==> src/rtl/debounce_pkg.sv <==
// Shared constants and width helper for the switch debouncer family.
package debounce_pkg;

    localparam int DEBOUNCE_LIMIT_10MS = 250000;    // 10 ms at 25 MHz
    localparam int HOLD_LIMIT_1S       = 25000000;  // 1 s at 25 MHz

    // Counter width able to hold 0..value, never narrower than one bit.
    function automatic int clog2_min1(input int value);
        int w;
        w = $clog2(value + 1);
        return (w < 1) ? 1 : w;
    endfunction

endpackage

==> src/rtl/debounce_channel.sv <==
// One switch channel: 2-flop synchroniser, stability counter, registered level,
// press/release pulses and a saturating long-press detector.
module debounce_channel
    import debounce_pkg::*;
#(
    parameter int   DEBOUNCE_LIMIT = DEBOUNCE_LIMIT_10MS,
    parameter int   HOLD_LIMIT     = HOLD_LIMIT_1S,
    parameter logic INIT_STATE     = 1'b0
) (
    input  logic i_Clk,
    input  logic i_Reset,
    input  logic i_Switch,
    output logic o_Switch,
    output logic o_Rise,
    output logic o_Fall,
    output logic o_Hold
);

    localparam int             DCW     = clog2_min1(DEBOUNCE_LIMIT);
    localparam logic [DCW-1:0] DB_LAST = DCW'(DEBOUNCE_LIMIT - 1);

    logic           sync_p1, sync_p2;
    logic [DCW-1:0] db_cnt, db_cnt_nxt;
    logic           level_nxt, rise_nxt, fall_nxt;

    // Synchroniser stage: only sync_p2 is safe to use.
    always_ff @(posedge i_Clk) begin
        if (i_Reset) begin
            sync_p1 <= INIT_STATE;
            sync_p2 <= INIT_STATE;
        end else begin
            sync_p1 <= i_Switch;
            sync_p2 <= sync_p1;
        end
    end

    always_comb begin
        db_cnt_nxt = '0;
        level_nxt  = o_Switch;
        rise_nxt   = 1'b0;
        fall_nxt   = 1'b0;
        if (sync_p2 != o_Switch) begin
            if (db_cnt == DB_LAST) begin
                level_nxt = sync_p2;
                rise_nxt  = sync_p2;
                fall_nxt  = ~sync_p2;
            end else begin
                db_cnt_nxt = db_cnt + DCW'(1);
            end
        end
    end

    // Level stage: pulses register alongside the level they announce.
    always_ff @(posedge i_Clk) begin
        if (i_Reset) begin
            db_cnt   <= '0;
            o_Switch <= INIT_STATE;
            o_Rise   <= 1'b0;
            o_Fall   <= 1'b0;
        end else begin
            db_cnt   <= db_cnt_nxt;
            o_Switch <= level_nxt;
            o_Rise   <= rise_nxt;
            o_Fall   <= fall_nxt;
        end
    end

    generate
        if (HOLD_LIMIT == 0) begin : g_no_hold
            assign o_Hold = 1'b0;
        end else begin : g_hold
            localparam int             HCW   = clog2_min1(HOLD_LIMIT);
            localparam logic [HCW-1:0] H_MAX = HCW'(HOLD_LIMIT);

            logic [HCW-1:0] hold_cnt, hold_cnt_nxt;

            // Counter sits at 0 through the rise cycle because the level was still 0.
            always_comb begin
                hold_cnt_nxt = '0;
                if (o_Switch)
                    hold_cnt_nxt = (hold_cnt == H_MAX) ? hold_cnt : hold_cnt + HCW'(1);
            end

            // Hold stage: qualified by the next level so it drops with o_Fall.
            always_ff @(posedge i_Clk) begin
                if (i_Reset) begin
                    hold_cnt <= '0;
                    o_Hold   <= 1'b0;
                end else begin
                    hold_cnt <= hold_cnt_nxt;
                    o_Hold   <= level_nxt && (hold_cnt_nxt == H_MAX);
                end
            end
        end
    endgenerate

endmodule

==> src/rtl/debounce_multi.sv <==
// Multi-channel switch debouncer: NUM_CH independent debounce_channel instances.
module debounce_multi
    import debounce_pkg::*;
#(
    parameter int   NUM_CH         = 4,
    parameter int   DEBOUNCE_LIMIT = DEBOUNCE_LIMIT_10MS,
    parameter int   HOLD_LIMIT     = HOLD_LIMIT_1S,
    parameter logic INIT_STATE     = 1'b0
) (
    input  logic              i_Clk,
    input  logic              i_Reset,
    input  logic [NUM_CH-1:0] i_Switch,
    output logic [NUM_CH-1:0] o_Switch,
    output logic [NUM_CH-1:0] o_Rise,
    output logic [NUM_CH-1:0] o_Fall,
    output logic [NUM_CH-1:0] o_Hold
);

    genvar n;
    generate
        for (n = 0; n < NUM_CH; n++) begin : g_ch
            debounce_channel #(
                .DEBOUNCE_LIMIT (DEBOUNCE_LIMIT),
                .HOLD_LIMIT     (HOLD_LIMIT),
                .INIT_STATE     (INIT_STATE)
            ) u_ch (
                .i_Clk    (i_Clk),
                .i_Reset  (i_Reset),
                .i_Switch (i_Switch[n]),
                .o_Switch (o_Switch[n]),
                .o_Rise   (o_Rise[n]),
                .o_Fall   (o_Fall[n]),
                .o_Hold   (o_Hold[n])
            );
        end
    endgenerate

endmodule

==> config.mk <==
export PLATFORM = sky130hd
export DESIGN_NAME = debounce_multi
export DESIGN_NICKNAME = d
export VERILOG_FILES = /design/src/rtl/debounce_pkg.sv /design/src/rtl/debounce_channel.sv /design/src/rtl/debounce_multi.sv
export SDC_FILE = /design/constraint.sdc
export NUM_CORES = 1
export LEC_CHECK = 0
export ABC_CLOCK_PERIOD_IN_PS = 2200
export CORE_MARGIN = 2
export CORE_UTILIZATION = 50
export CTS_CLUSTER_SIZE = 12
export DETAILED_ROUTE_END_ITERATION = 8
export PLACE_DENSITY = 0.75
export SYNTH_ARGS = -nofsm -noshare
export SYNTH_HDL_FRONTEND = slang
export SYNTH_HIERARCHICAL = 1
export SYNTH_SLANG_ARGS = --single-unit
export TNS_END_PERCENT = 1
==> constraint.sdc <==
create_clock -name i_Clk -period 2.2 [get_ports i_Clk]
set_input_delay 0.22 -clock i_Clk [delete_from_list [all_inputs] [get_ports i_Clk]]
set_output_delay 0.22 -clock i_Clk [all_outputs]
set_load 0.02 [all_outputs]
# Yosys cells after proc, flatten, opt, wreduce, memory -nomap -nowiden
# Index checks and enable logic that the tools add are counted.
[classes]
muxes = 16
bitwise_logic = 12
n_addsub = 8
n_eq_ne = 16
reduce_logical = 12
[op_table]
columns = ["operator", "n"]
rows = [
  ["== test 25 bit, second input constant", 8],
  ["two-way mux 25 bit", 8],
  ["adder 25 x 1 -> 25 bit, second input constant", 4],
  ["adder 18 x 1 -> 18 bit, second input constant", 4],
  ["== test 18 bit, second input constant", 4],
  ["OR reduction 3 bit", 8],
  ["NOT 1 bit", 12],
  ["two-way mux 1 bit", 8],
  ["logical AND 1 bit", 4],
  ["inequality test 1 bit", 4],
]
[word_totals]
register_bits = 196
word_cells = 96
out_inout_bits = 16

# Depth between registers and ports, before layout
# Gate-level depths: netlist (run 1).
[logic_depth]
ltp_word = 5
ltp_mapped = 9
depth_no_buf = 8

# Cells and area by module
# The synthesis (run 1) kept the hierarchy.
[by_module_without_submodules]
columns = ["module", "area_per_inst_um2", "cells_each", "n_inst", "seq_area_each_um2"]
rows = [
  ["debounce_channel", 2386.0, 284, 4, 980.9],
]

# Worst setup path after synthesis (run 1)
# OpenSTA, ideal clock, no wires.
[synth_path]
path_kind = "register to register"
startpoint = "register g_ch[0].u_ch.g_hold.hold_cnt[1]"
endpoint = "register g_ch[0].u_ch.o_Hold"
path_slack_ps = -137
path_stages_with_launch = 9
synth_period_minus_slack_ps = 2337
path_buffers = 1
t_arrival_ps = 2277
path_cell_list = "dfxtp_1 ha_1 nand2_1 or3_1 buf_6 or4_4 xor2_1 nor3_2 o2111a_1"
[synth_via]
elab_chain_len = 5
word_cells_on_any_way = 6
classes_between = "1 x add/sub; 2 x eq/ne; 2 x mux; 1 x reduce/logical"
[synth_rtl]
columns = ["item", "line", "source"]
rows = [
  ["from (decl)", "debounce_channel.sv:75", "logic [HCW-1:0] hold_cnt, hold_cnt_nxt;"],
  ["from (signal assigned)", "debounce_channel.sv:90", "hold_cnt <= hold_cnt_nxt;"],
  ["adder 25 x 1 -> 25 bit / == test 25 bit (equally long branches)", "debounce_channel.sv:81", "hold_cnt_nxt = (hold_cnt == H_MAX) ? hold_cnt : hold_cnt + HCW'(1);"],
  ["two-way mux 25 bit (*)", "debounce_channel.sv:81", ""],
  ["two-way mux 25 bit (*)", "debounce_channel.sv:80", "if (o_Switch)"],
  ["== test 25 bit (*)", "debounce_channel.sv:91", "o_Hold <= level_nxt && (hold_cnt_nxt == H_MAX);"],
  ["logical AND 1 bit (*)", "debounce_channel.sv:91", ""],
  ["to (signal assigned)", "debounce_channel.sv:91", ""],
  ["to (decl)", "debounce_channel.sv:16", "output logic o_Hold"],
]
# Mark *: on every way between the ends. The rest lies on a longest branch, timed or not.
# A chain may end at the register's enable or synchronous reset.

# Worst setup path in the final report (run 1)
[layout_path]
startpoint = "register g_ch[0].u_ch.g_hold.hold_cnt[2]"
endpoint = "register g_ch[0].u_ch.o_Hold"
# The elaborated chain is that of the path after synthesis.

==> flow_metrics.env, run 1 <==
export IMPL_status="complete, no violations"
export IMPL_cts_num_sinks=196
export IMPL_ant_nets=0
export IMPL_min_path_cells=2
export IMPL_regToRegSetupSlack_ns=0.05
export IMPL_grt_max_degree=26
export IMPL_antenna_found_initial=0
export IMPL_combPwrFrac_pct=0.6
export IMPL_core_um2=18700
export IMPL_fillers=1587
export IMPL_min_to="g_ch[2].u_ch/sync_p1"
export IMPL_cts_inserted_buffers=17
export IMPL_period_share_pct=97.9
export IMPL_worstReg2RegEnd="g_ch[0].u_ch/o_Hold"
export IMPL_most_common_layout_cells="nor2_1 (192), dfxtp_1 (188), nand2_1 (92)"
export IMPL_clock_power_share_pct=46.8
export IMPL_drv_cap=0
export IMPL_clk_pin_slew_ns=0.08
export IMPL_worst_pin_slew_ns=0.617
export IMPL_cp_end_kind="flip-flop"
export IMPL_hp_class="primary input to flip-flop"
export IMPL_p_int_mw=5.35
export IMPL_slew_headroom_pct=58.9
export IMPL_r2r_cells=7
export IMPL_area_growth_synth_to_final_pct=16.7
export IMPL_ys_types=45
export IMPL_utilization_pct=59.5
export IMPL_final_min_clock_period_ns=2.15
export IMPL_crit_path_start_kind="flip-flop"
export IMPL_rsz0062_at_grt="true"
export IMPL_synth_seq_cells=196
export IMPL_syn_inst=1136
export IMPL_syn_num_nets=1154
export IMPL_hold_buffers=0
export IMPL_start_util_pct=51.0
export IMPL_io_buffers=21
export IMPL_gp_congestion=0.884
export IMPL_grt_pass1_vias=7174
export IMPL_wirelength_um=19400
export IMPL_die_area_um2=20200
export IMPL_grtUsageTotal_pct=19.7
export IMPL_fin_nets=1223
export IMPL_cts_root_buf="clkbuf_16"
export IMPL_die_y_um=142
export IMPL_ys_async_sr_fraction_pct=0
export IMPL_max_freq_mhz=464
export IMPL_hold_violations=0
export IMPL_busiest_layer="met2"
export IMPL_syn_area_um2=9540
export IMPL_p_leak_nw=3.38
export IMPL_layout_drive_gt1_share_pct=15.4
export IMPL_grt_overflow_total=0
export IMPL_clock_path_buffers=2
export IMPL_swShare_pct=20.8
export IMPL_via_per_inst=5.46
export IMPL_finClkSkew_ns=0.0126
export IMPL_min_from="i_Switch[2]"
export IMPL_cp_data_arrival_time_ns=2.54
export IMPL_avgSynthCellArea_um2=8.40
export IMPL_p_switching_mw=1.40
export IMPL_clkLatencyLatePin_ns=0.44
export IMPL_setup_tns_ns=0
export IMPL_drv_slew=0
export IMPL_rows=50
export IMPL_vias=7921
export IMPL_use_met3_pct=4.81
export IMPL_drc=0
export IMPL_worstPathRequired_ns=2.58
export IMPL_insertedDiodeCount=0
export IMPL_ir_drop_v=0.000598
export IMPL_dp_hpwl_um=13600
export IMPL_grt_pass1_wl_um=32800
export IMPL_final_common_cell="nor2_1"
export IMPL_synth_seq_area_share_pct=41.1
export IMPL_firstDrtPassIters=5
export IMPL_yosys_warnings=6
export IMPL_met2_usage_pct=32.0
export IMPL_crit_fanout=8
export IMPL_grtUsageMet1_pct=26.1
export IMPL_synth_ff_type="dfxtp_1"
export IMPL_cts_setup_buffers=0
export IMPL_critPathKind="flip-flop to flip-flop"
export IMPL_reg2reg_from="g_ch[0].u_ch/g_hold.hold_cnt[2]"
export IMPL_power_frac_seq_pct=52.6
export IMPL_fp_dieW_um=142
export IMPL_pin_count=22
export IMPL_setup_viol=0
export IMPL_htree_levels=4
export IMPL_synth_edf_count=0
export IMPL_cts_tree="built"
export IMPL_powerDensity_nw_per_um2=607
export IMPL_wl_per_cell_um=13.3
export IMPL_drt_initial_drc_count=465
-- final cells by class --
cell class | instances | area [um2] | area share [%]
Multi-Input combinational cell | 856 | 5360 | 48.1
Tap cell | 234 | 293 | 2.63
Timing Repair Buffer | 98 | 788 | 7.08
Clock buffer | 20 | 467 | 4.19
Clock inverter | 12 | 144 | 1.29
Sequential cell | 196 | 3950 | 35.5
Inverter | 36 | 135 | 1.21
-- registers in the layout, summed over array words and instances, names as in the netlist --
signal,count
g_ch.u_ch/db_cnt,72
g_ch.u_ch/o_Rise,4
g_ch.u_ch/g_hold.hold_cnt,100
g_ch.u_ch/sync_p2,4
g_ch.u_ch/o_Hold,4
g_ch.u_ch/sync_p1,4
g_ch.u_ch/o_Switch,4
g_ch.u_ch/o_Fall,4
-- per-stage QoR --
stage	power [mW]	instances	hold slack [ns]	setup WS, ns	cell area (um2)
final	6.76	1452	0.332	0.0456	11100
after global routing	7.00	1452	0.322	-0.0478	11100
after CTS	6.84	1452	0.319	-0.0609	11000
after detailed placement	3.68	1420	0.426	-0.0978	10400
after global placement	3.68	1420	0.419	0.0599	10400
after floorplan	3.66	1136	0.292	-0.00269	9610
-- Yosys cell counts (8+ instances only) --
cell type,count,share of area [%]
nor3b_1,12,0.94
or3_2,12,0.94
xnor2_1,72,6.6
nand2b_1,8,0.52
o211ai_1,12,0.94
nand3_1,60,3.1
clkbuf_1,28,1.1
dfxtp_1,196,41
nor2_1,192,7.6
nor2b_1,16,1.0
ha_1,12,1.6
and3_1,24,1.6
xor2_1,64,5.9
and2_1,8,0.52
nand4_1,28,1.8
nor4_1,28,1.8
mux2i_1,12,1.3
nand2_1,92,3.6
or3_1,28,1.8
inv_1,36,1.4
nor3_1,28,1.5
buf_6,8,0.94
a21oi_1,32,1.7
and3_2,16,1.3
o21ai_0,32,1.7
-- metal layers --
metal  routed length (um)  share of wire (%)
met4                  259                1.3
met2                 9050                 47
met1                 9310                 48
met5                    0                  0
met3                  727                3.8
-- power groups by stage --
stage          logic [mW]  clock network, mW  registers (mW)
2_1_floorplan      0.0218                  0            3.64
3_3_place_gp       0.0403                  0            3.64
3_5_place_dp       0.0410                  0            3.64
4_1_cts            0.0413               3.24            3.56
5_1_grt            0.0453               3.40            3.55
6_report           0.0407               3.16            3.55
-- cell families after synthesis --
group,after synthesis,synth area share (%)
AOI/OAI and AO/OA,104,7.03
xor gates and xnor gates,136,12.5
adders and majority gates,12,1.57
buffers and inverters,84,4.20
DFF,196,41.1
muxes,12,1.26
and+or+nand+nor,592,32.4
-- critical path, stage by stage (launching register included) --
cell      delay, ns
dfxtp_1        0.32
buf_4          0.16
or4bb_4        0.56
nor4_4         0.28
and3_4         0.23
and3_2         0.18
o221a_2        0.18
o2111a_1       0.19
-- what timing repair did --
action                                  in CTS  in global routing
endpoints found under the setup margin       4                 22
pin swaps                                    2                  9
resized for setup                            3                 20
-- worst max path at each step --
stage	from	to
after floorplan	g_ch[1].u_ch/g_hold.hold_cnt[1]	g_ch[1].u_ch/o_Hold
after global placement	g_ch[0].u_ch/g_hold.hold_cnt[1]	g_ch[0].u_ch/o_Hold
after detailed placement	g_ch[0].u_ch/g_hold.hold_cnt[1]	g_ch[0].u_ch/o_Hold
after CTS	g_ch[2].u_ch/g_hold.hold_cnt[1]	g_ch[2].u_ch/o_Hold
after global routing	g_ch[1].u_ch/g_hold.hold_cnt[0]	g_ch[1].u_ch/o_Hold
final	g_ch[0].u_ch/g_hold.hold_cnt[2]	g_ch[0].u_ch/o_Hold
Note: power is estimated with default switching activity, not from simulation.
==> run 2, diff against run 1 <==
- CTS_CLUSTER_DIAMETER: not set -> 30
==> results of run 2 <==
Same layout as run 1: the final DEF is identical, and so are final timing and power.
